## src/rtl/ctrl_rega_fsm.sv

```systemverilog
// Irrigation sequencer: decides when to water, presets and gates the 5-to-0
// countdown counter, and reads its value back to end each watering pass.
module ctrl_rega_fsm #(
  parameter int SOAK_TICKS = 3,
  parameter int CICLOS_W   = 4
) (
  input  logic                Clk,
  input  logic                Reset,
  input  logic                Tick,
  input  logic [1:0]          Umidade,
  input  logic                NivelBaixo,
  input  logic [2:0]          Count,
  output logic                LoadCnt,
  output logic                CntEn,
  output logic                Valvula,
  output logic                Alarme,
  output logic [CICLOS_W-1:0] Ciclos
);

  typedef enum logic [2:0] {
    S_IDLE,
    S_LOAD,
    S_WATER,
    S_SOAK,
    S_ALARM
  } state_t;

  localparam logic [3:0]          SOAK_INIT  = 4'(SOAK_TICKS);
  localparam logic [CICLOS_W-1:0] CICLOS_MAX = {CICLOS_W{1'b1}};

  state_t              state_q, state_d;
  logic [1:0]          pass_q, pass_d;
  logic [3:0]          soak_q, soak_d;
  logic [CICLOS_W-1:0] ciclos_q, ciclos_d;

  always_ff @(posedge Clk) begin
    if (Reset) begin
      state_q  <= S_IDLE;
      pass_q   <= '0;
      soak_q   <= '0;
      ciclos_q <= '0;
    end else begin
      state_q  <= state_d;
      pass_q   <= pass_d;
      soak_q   <= soak_d;
      ciclos_q <= ciclos_d;
    end
  end

  always_comb begin
    state_d  = state_q;
    pass_d   = pass_q;
    soak_d   = soak_q;
    ciclos_d = ciclos_q;
    case (state_q)
      S_IDLE: begin
        if (Tick) begin
          if (NivelBaixo) begin
            state_d = S_ALARM;
          end else if (Umidade[1]) begin
            state_d = S_LOAD;
            pass_d  = (Umidade == 2'b11) ? 2'd2 : 2'd1;
          end
        end
      end
      S_LOAD: begin
        state_d = S_WATER;
      end
      S_WATER: begin
        // Tank-low and counter-fault aborts outrank the end-of-pass tick.
        if (NivelBaixo) begin
          state_d = S_ALARM;
        end else if (Count[2] && Count[1]) begin
          state_d = S_ALARM;
        end else if (Tick && (Count == 3'd0)) begin
          pass_d = pass_q - 2'd1;
          if (pass_q > 2'd1) begin
            state_d = S_SOAK;
            soak_d  = SOAK_INIT;
          end else begin
            state_d = S_IDLE;
            if (ciclos_q != CICLOS_MAX) begin
              ciclos_d = ciclos_q + 1'b1;
            end
          end
        end
      end
      S_SOAK: begin
        if (NivelBaixo) begin
          state_d = S_ALARM;
        end else if (Tick) begin
          soak_d = soak_q - 4'd1;
          if (soak_q == 4'd1) begin
            state_d = S_LOAD;
          end
        end
      end
      S_ALARM: begin
        if (Tick && !NivelBaixo) begin
          state_d = S_IDLE;
          pass_d  = '0;
        end
      end
      default: begin
        state_d = S_IDLE;
      end
    endcase
  end

  always_comb begin
    LoadCnt = 1'b0;
    CntEn   = 1'b0;
    Valvula = 1'b0;
    Alarme  = 1'b0;
    case (state_q)
      S_LOAD:  LoadCnt = 1'b1;
      S_WATER: begin
        CntEn   = 1'b1;
        Valvula = 1'b1;
      end
      S_ALARM: Alarme = 1'b1;
      default: ;
    endcase
  end

  assign Ciclos = ciclos_q;

endmodule

```

## config.mk

```make
export PLATFORM = sky130hd
export DESIGN_NAME = ctrl_rega_fsm
export DESIGN_NICKNAME = d
export VERILOG_FILES = /design/src/rtl/ctrl_rega_fsm.sv
export SDC_FILE = /design/constraint.sdc
export NUM_CORES = 1
export LEC_CHECK = 0
export BUFFER_PORTS_ARGS = -buffer_cell sky130_fd_sc_hd__clkbuf_2
export CORE_AREA = 2 2 49 42
export CTS_BUF_LIST = sky130_fd_sc_hd__clkbuf_8
export CTS_CLUSTER_DIAMETER = 200
export DETAILED_ROUTE_END_ITERATION = 10
export DIE_AREA = 0 0 51 44
export PLACE_DENSITY_LB_ADDON = 0.3
export SYNTH_ARGS = -nofsm -noshare
export SYNTH_HDL_FRONTEND = slang
export SYNTH_SLANG_ARGS = --single-unit
```

## constraint.sdc

```tcl
create_clock -name Clk -period 2.1 [get_ports Clk]
set_input_delay 0.315 -clock Clk [delete_from_list [all_inputs] [get_ports Clk]]
set_output_delay 0.315 -clock Clk [all_outputs]
set_load 0.02 [all_outputs]
```

==> results.sh, run 1 <==
export IMPL_synthesis_yosys_warnings=0
export IMPL_yosys_top_cells_area="sky130_fd_sc_hd__dfxtp_1, sky130_fd_sc_hd__ha_1, sky130_fd_sc_hd__a21oi_1"
export IMPL_seq_power_share=0.471
export IMPL_post_cts_hold_buffer_count=0
export IMPL_remaining_drc_errors=0
export IMPL_synth_seq_cells=13
export IMPL_grt_overflow_total=0
export IMPL_fp_dieArea_sq_um=2244
export IMPL_cellInternalPower_mw=0.4142
export IMPL_final_setup_tns_ns=0
export IMPL_post_route_cell_area_sq_um=1059
export IMPL_drv_slew=0
export IMPL_hpwl_um=1629
export IMPL_net_switching_power_mw=0.1432
export IMPL_portion_of_total_power_attributed_to_the_clock_network=0.389
export IMPL_startpoint_type="register"
export IMPL_p_per_area_nw_per_um2=526.5
export IMPL_finalClockSkew_ns=0.003971
export IMPL_drtIter0Drc=15
export IMPL_tritoncts_num_buffers=3
export IMPL_cp_required_ns=1.78
export IMPL_timing_worst_slew_pin_value_ns=0.4956
export IMPL_grt_usage=0.2103
export IMPL_syn_to_final_growth_pct=14.95
export IMPL_insertion_delay_ns=0.24
export IMPL_clock_path_buffers=2
export IMPL_average_wire_per_cell_in_the_routed_design_um=14.05
export IMPL_detailedRoute_firstPassIterationCount=4
export IMPL_grt_antenna_before_repair=0
export IMPL_worst_path_max_delay_cell="sky130_fd_sc_hd__dfxtp_1"
export IMPL_synth_ff_type="sky130_fd_sc_hd__dfxtp_1"
export IMPL_antenna_cells=0
export IMPL_synth_edff_count=0
export IMPL_netSwitchingFraction=0.2569
export IMPL_timing_final_crit_share=0.8314
export IMPL_unrepaired_setup_endpoints_after_global_routing="no"
export IMPL_synth_largest_area_cell="sky130_fd_sc_hd__dfxtp_1"
export IMPL_postRouteWirelength_um=2052
export IMPL_first_global_vias=822
export IMPL_irDropWorstVdd_v=0.0005558
export IMPL_num_rows=14
export IMPL_final_layout_size_suffix_gt1_frac=0.2541
export IMPL_critPathMaxFanout=13
export IMPL_cts_sinks=13
export IMPL_critical_path_cell_chain="nor3b_1, clkbuf_2"
export IMPL_worst_setup_path_end_kind="primary output"
export IMPL_final_critical_path_setup_slack_ns=0.3541
export IMPL_htree_num_levels=1
export IMPL_postRouteAntennaNets=0
export IMPL_cellLeakagePower_nw=0.3978
export IMPL_root_buffer="sky130_fd_sc_hd__clkbuf_8"
export IMPL_finish_cell_count_without_fillers=146
export IMPL_synth_largest_type_area_fraction=0.2826
export IMPL_min_period_ns=1.746
export IMPL_synthesized_instance_count=107
export IMPL_finalWeightedCongestion=0.8117
export IMPL_post_place_ws_ns=0.1976
export IMPL_cts_tree="built"
export IMPL_multiInputGateArea_sq_um=601.8
export IMPL_die_x_um=51
export IMPL_final_hold_viol_count=0
export IMPL_ws_path_type="reg2out"
export IMPL_arrival_time_at_the_worst_endpoint_ns=1.43
export IMPL_synth_sequential_area_ratio=0.2826
export IMPL_filler_cell_count=165
export IMPL_die_height_um=44
export IMPL_worst_path_largest_cell_delay_ns=0.60
export IMPL_synthDistinctLibCells=45
export IMPL_grt_start_max_net_pins=15
export IMPL_combinationalPowerShare=0.141
export IMPL_max_slew_margin=0.6689
export IMPL_synth_async_sr_flop_share=0
export IMPL_path_class_of_the_lowest_slack_min_delay_path="in2reg"
export IMPL_port_buf_inserts=16
export IMPL_footprint_of_the_flip_flops_and_latches_sq_um=260.3
export IMPL_cts_reportedPaths_clkPinSlew_ns=0.05
export IMPL_starting_density_of_the_core=0.5205
export IMPL_core_sq_um=1769
export IMPL_cts_post_setup_buffers_inserted=0
export IMPL_via_count=850
export IMPL_post_dp_cell_area_sq_um=1008
export IMPL_final_net_count=136
export IMPL_synth_area_sq_um=920.9
export IMPL_clock_fmax_ghz=0.5728
export IMPL_grt_pass1_wl_um=3519
export IMPL_synthesis_nets=120
export IMPL_post_place_cells=142
export IMPL_crit_buf_inv=1
export IMPL_drv_cap=0
export IMPL_cell_family_with_most_cp_delay="flip-flops"
export IMPL_setup_violations=0
export IMPL_mean_syn_cell_area_sq_um=8.606
export IMPL_run_status="completed"
export IMPL_route_detailed_vias_per_inst=5.822
export IMPL_pin_count=17
## layout make-up
type	count	share of cell area
Sequential cell	13	0.2459
Inverter	7	0.02482
Clock buffer	3	0.03901
Tap cell	24	0.02837
Clock inverter	1	0.003546
Timing Repair Buffer	18	0.08983
Multi-Input combinational cell	80	0.5686
## power groups by stage
stage	clock (mW)	sequential, mW	combinational, mW
floorplan	0	0.261	0.0618
global placement	0	0.267	0.0757
detailed placement	0	0.267	0.0783
CTS	0.218	0.262	0.0787
global route	0.227	0.264	0.0880
finish	0.217	0.262	0.0784
## per-stage QoR
step,power [mW],utilization,hold WS (ns)
after global routing,0.5785,0.5983,0.4815
after floorplan,0.3225,-,0.4162
after detailed placement,0.3453,0.5700,0.4899
after CTS,0.5581,0.5955,0.4566
final,0.5573,0.5983,0.4593
after global placement,0.3426,0.5700,0.4788
## cell usage after synthesis, types with 3 or more instances
| master | n |
|---|---|
| sky130_fd_sc_hd__ha_1 | 4 |
| sky130_fd_sc_hd__inv_1 | 7 |
| sky130_fd_sc_hd__o21ai_0 | 4 |
| sky130_fd_sc_hd__a21oi_1 | 9 |
| sky130_fd_sc_hd__nor3_1 | 6 |
| sky130_fd_sc_hd__nor3b_1 | 4 |
| sky130_fd_sc_hd__o211ai_1 | 3 |
| sky130_fd_sc_hd__dfxtp_1 | 13 |
| sky130_fd_sc_hd__nor2b_1 | 3 |
| sky130_fd_sc_hd__buf_2 | 3 |
| sky130_fd_sc_hd__nand2_1 | 4 |
| sky130_fd_sc_hd__nor2_1 | 5 |
| sky130_fd_sc_hd__nand3_1 | 4 |
| sky130_fd_sc_hd__or3_1 | 3 |
## worst min-delay path, cell delays in order
cell                       delay, ns
sky130_fd_sc_hd__clkbuf_2       0.13
sky130_fd_sc_hd__nand4_1        0.13
sky130_fd_sc_hd__o31ai_1        0.07
## logic make-up (layout without fill, tap and decap cells)
kind of cell | Yosys count | in the layout | share of synthesized area
and+or+nand+nor | 43 | 43 | 0.3288
adders and majority gates | 4 | 4 | 0.05435
buffers and inverters | 14 | 29 | 0.06930
DFF | 13 | 13 | 0.2826
AOI/OAI and AO/OA | 32 | 32 | 0.2555
xor gates and xnor gates | 1 | 1 | 0.009513
## registers in the layout, indices dropped and copies added (netlist names)
register  cells
pass_q        2
soak_q        4
state_q       3
Ciclos        4
## what timing repair did
action	in CTS	in global routing
setup endpoints to repair	0	2
hold endpoints to repair	0	0
gates resized for setup	0	1
## metal layers
layer,vias to the layer above,global-route usage,wire (um)
li1,437,-,-
met1,391,0.2606,935
met2,20,0.3610,1007
met3,2,0.04483,91
met4,0,0.07568,18
met5,-,0,0
## path summary, 6_finish.rpt
kind                                                to                     from  cells after the start  slack, ns
worst max-delay path                            Alarme  state_q[2]$_SDFFE_PP0P_                      2       0.35
worst min-delay path            soak_q[2]$_SDFFE_PP0P_                     Tick                      3       0.46
worst max register to register  pass_q[1]$_SDFFE_PP0P_  state_q[2]$_SDFFE_PP0P_                      4       0.45
worst min register to register  Ciclos[1]$_SDFFE_PP0P_   Ciclos[1]$_SDFFE_PP0P_                      2       0.50
## placed cells by master (no fill, tap or decap), drive strengths merged, types with 2 or more instances in the layout
master / Yosys / layout
a21oi: 9 / 9
buf: 4 / 2
clkbuf: 3 / 19
dfxtp: 13 / 13
ha: 4 / 4
inv: 7 / 8
nand2: 4 / 4
nand3: 4 / 4
nand4: 2 / 2
nand4bb: 2 / 2
nor2: 5 / 5
nor2b: 3 / 3
nor3: 6 / 6
nor3b: 4 / 4
o211ai: 3 / 3
o21ai: 4 / 4
o31ai: 3 / 3
or3: 3 / 3
Power figures use the tool's default switching activity.
==> inputs of run 2 (changes only) <==
--- a/config.mk
+++ b/config.mk
@@ -6,11 +6,11 @@
 export NUM_CORES = 1
 export LEC_CHECK = 0
 export BUFFER_PORTS_ARGS = -buffer_cell sky130_fd_sc_hd__clkbuf_2
-export CORE_AREA = 2 2 49 42
+export CORE_AREA = 2 2 51 44
 export CTS_BUF_LIST = sky130_fd_sc_hd__clkbuf_8
 export CTS_CLUSTER_DIAMETER = 200
 export DETAILED_ROUTE_END_ITERATION = 10
-export DIE_AREA = 0 0 51 44
+export DIE_AREA = 0 0 53 46
 export PLACE_DENSITY_LB_ADDON = 0.3
 export SYNTH_ARGS = -nofsm -noshare
 export SYNTH_HDL_FRONTEND = slang
==> constraint.sdc (replaced) <==
create_clock -name Clk -period 1.4 [get_ports Clk]
set_input_delay 0.21 -clock Clk [delete_from_list [all_inputs] [get_ports Clk]]
set_output_delay 0.21 -clock Clk [all_outputs]
set_load 0.02 [all_outputs]
==> run 2 against run 1 <==
  * The flow now finishes with violations (negative setup slack)
  * Largest power group unchanged
  * Register-to-register slack got worse by 0.52 ns
  * Critical path type is now reg2reg
  * Routed wire length rose by 63%
  * Sequential share of layout area fell by 7.1 points
==> results.sh, run 2 (synthesis gave the netlist of run 1 again) <==
export IMPL_run_status="complete, but fails checks"
export IMPL_failing_checks="negative setup slack"
export IMPL_hpwl_um=1863
export IMPL_timing_worst_slew_pin_value_ns=0.3371
export IMPL_seq_power_share=0.394
export IMPL_netSwitchingFraction=0.2869
export IMPL_cts_tree="built"
export IMPL_finalWeightedCongestion=0.8839
export IMPL_critical_path_cell_chain="buf_6, nor4b_4, nand4b_4, or3_4, a21oi_2"
export IMPL_min_period_ns=1.474
export IMPL_grt_antenna_before_repair=0
export IMPL_final_critical_path_setup_slack_ns=-0.07364
export IMPL_num_rows=15
export IMPL_final_net_count=166
export IMPL_cts_sinks=13
export IMPL_die_height_um=46
export IMPL_syn_to_final_growth_pct=67.39
export IMPL_postRouteWirelength_um=3344
export IMPL_max_slew_margin=0.7746
export IMPL_grt_overflow_total=0
export IMPL_cellLeakagePower_nw=0.6054
export IMPL_path_class_of_the_lowest_slack_min_delay_path="in2reg"
export IMPL_irDropWorstVdd_v=0.0005181
export IMPL_timing_final_crit_share=1.053
export IMPL_final_layout_size_suffix_gt1_frac=0.5855
export IMPL_drtIter0Drc=36
export IMPL_critPathLaunch="state_q[2]$_SDFFE_PP0P_"
export IMPL_worst_path_largest_cell_delay_ns=0.35
export IMPL_postRouteAntennaNets=0
export IMPL_clock_path_buffers=2
export IMPL_tritoncts_num_buffers=3
export IMPL_p_per_area_nw_per_um2=635.9
export IMPL_route_detailed_vias_per_inst=6.288
export IMPL_cts_reportedPaths_clkPinSlew_ns=0.06
export IMPL_critPathMaxFanout=5
export IMPL_layout_commonest_cell="sky130_fd_sc_hd__buf_4"
export IMPL_root_buffer="sky130_fd_sc_hd__clkbuf_8"
export IMPL_first_global_vias=953
export IMPL_layout_common_cells="sky130_fd_sc_hd__buf_4, sky130_fd_sc_hd__clkbuf_2, sky130_fd_sc_hd__buf_6"
export IMPL_portion_of_total_power_attributed_to_the_clock_network=0.344
export IMPL_clock_fmax_ghz=0.6786
export IMPL_drv_slew=0
export IMPL_startpoint_type="register"
export IMPL_fp_dieArea_sq_um=2438
export IMPL_remaining_drc_errors=0
export IMPL_starting_density_of_the_core=0.4673
export IMPL_regToRegStartpoint="state_q[2]$_SDFFE_PP0P_"
export IMPL_insertion_delay_ns=0.25
export IMPL_setup_violations=9
export IMPL_finalClockSkew_ns=0.003183
export IMPL_drv_cap=0
export IMPL_detailedRoute_firstPassIterationCount=4
export IMPL_post_cts_hold_buffer_count=0
export IMPL_grt_pass1_wl_um=4540
export IMPL_worst_path_max_delay_cell="sky130_fd_sc_hd__dfxtp_2"
export IMPL_worst_setup_path_end_kind="register"
export IMPL_unrepaired_setup_endpoints_after_global_routing="yes"
export IMPL_combinationalPowerShare=0.262
export IMPL_final_hold_viol_count=0
export IMPL_cellInternalPower_mw=0.6990
export IMPL_htree_num_levels=1
export IMPL_finish_cell_count_without_fillers=177
export IMPL_via_count=1113
export IMPL_port_buf_inserts=16
export IMPL_cp_required_ns=1.58
export IMPL_holdCritStartpoint="Reset"
export IMPL_antenna_cells=0
export IMPL_pin_count=17
export IMPL_post_place_cells=167
export IMPL_die_x_um=53
export IMPL_hold_worst_slack_ns=0.3095
export IMPL_grt_start_max_net_pins=11
export IMPL_average_wire_per_cell_in_the_routed_design_um=18.89
export IMPL_core_sq_um=1971
export IMPL_arrival_time_at_the_worst_endpoint_ns=1.65
export IMPL_net_switching_power_mw=0.2813
export IMPL_ws_path_type="reg2reg"
export IMPL_grt_usage=0.2640
==> run 2: cell count changes in the layout (fill, tap and decap cells not counted), moves of 3 or more <==
cell | previous run | this run
sky130_fd_sc_hd__buf_4 | 2 | 24
sky130_fd_sc_hd__buf_6 | 0 | 9
sky130_fd_sc_hd__clkbuf_2 | 16 | 12
sky130_fd_sc_hd__dfxtp_1 | 13 | 8
sky130_fd_sc_hd__dfxtp_2 | 0 | 4
sky130_fd_sc_hd__nor3_1 | 6 | 3
==> run 2: worst paths after layout <==
path	to	slack, ns	cells past startpoint
worst max-delay path	Ciclos[2]$_SDFFE_PP0P_	-0.07	5
worst min-delay path	Ciclos[2]$_SDFFE_PP0P_	0.31	2
worst max register to register	Ciclos[2]$_SDFFE_PP0P_	-0.07	5
worst min register to register	Ciclos[3]$_SDFFE_PP0P_	0.52	2
==> run 2: power groups by stage <==
| stage | Combinational (mW) | Clock (mW) | Sequential [mW] |
|---|---|---|---|
| 2_1_floorplan | 0.103 | 0 | 0.392 |
| 3_3_place_gp | 0.176 | 0 | 0.392 |
| 3_5_place_dp | 0.180 | 0 | 0.392 |
| 4_1_cts | 0.211 | 0.334 | 0.386 |
| 5_1_grt | 0.269 | 0.360 | 0.387 |
| 6_report | 0.257 | 0.337 | 0.386 |
==> run 2: through the flow <==
| stage | utilization | total power [mW] | setup WS [ns] | cell area [sq um] | setup TNS, ns |
|---|---|---|---|---|---|
| after floorplan | - | 0.4946 | -0.1471 | 960.9 | -0.9517 |
| after global placement | 0.6203 | 0.5684 | -0.2092 | 1222 | -1.841 |
| after detailed placement | 0.6203 | 0.5719 | -0.2361 | 1222 | -2.145 |
| after CTS | 0.7149 | 0.9303 | -0.06645 | 1409 | -0.2219 |
| after global routing | 0.7822 | 1.015 | -0.1392 | 1541 | -0.9767 |
| final | 0.7822 | 0.9802 | -0.07364 | 1541 | -0.3737 |
==> run 2: timing repair <==
item                                    4_1_cts  5_1_grt
endpoints found under the setup margin       14       17
setup buffers                                 5        2
resized for setup                            23       27
pin swaps                                    11        8
==> run 2: worst max-delay path: cells and delay by family (launching register included) <==
kind                   cells  cell delay, ns
AO/OA/AOI/OAI              1            0.12
AND/OR/NAND/NOR            3            0.82
buffers and inverters      1            0.12
flip-flops                 1            0.35
==> run 2: area by class of cell <==
type                       instances  area, sq um
fill                             125        429.2
timing repair buffer              48        385.4
clock buffer                       3        41.29
clock inverter                     1        3.754
tap                               25        31.28
inverter                           7        26.28
multi-input combinational         80        784.5
sequential                        13        269.0
==> run 2: routing by layer <==
metal	wire, um	GRT usage	share of wire	up-vias
met1	1319	0.3367	0.39	527
met3	216	0.06579	0.065	20
met5	0	0	0	-
li1	-	-	-	504
met2	1725	0.4300	0.52	62
met4	83	0.1026	0.025	0
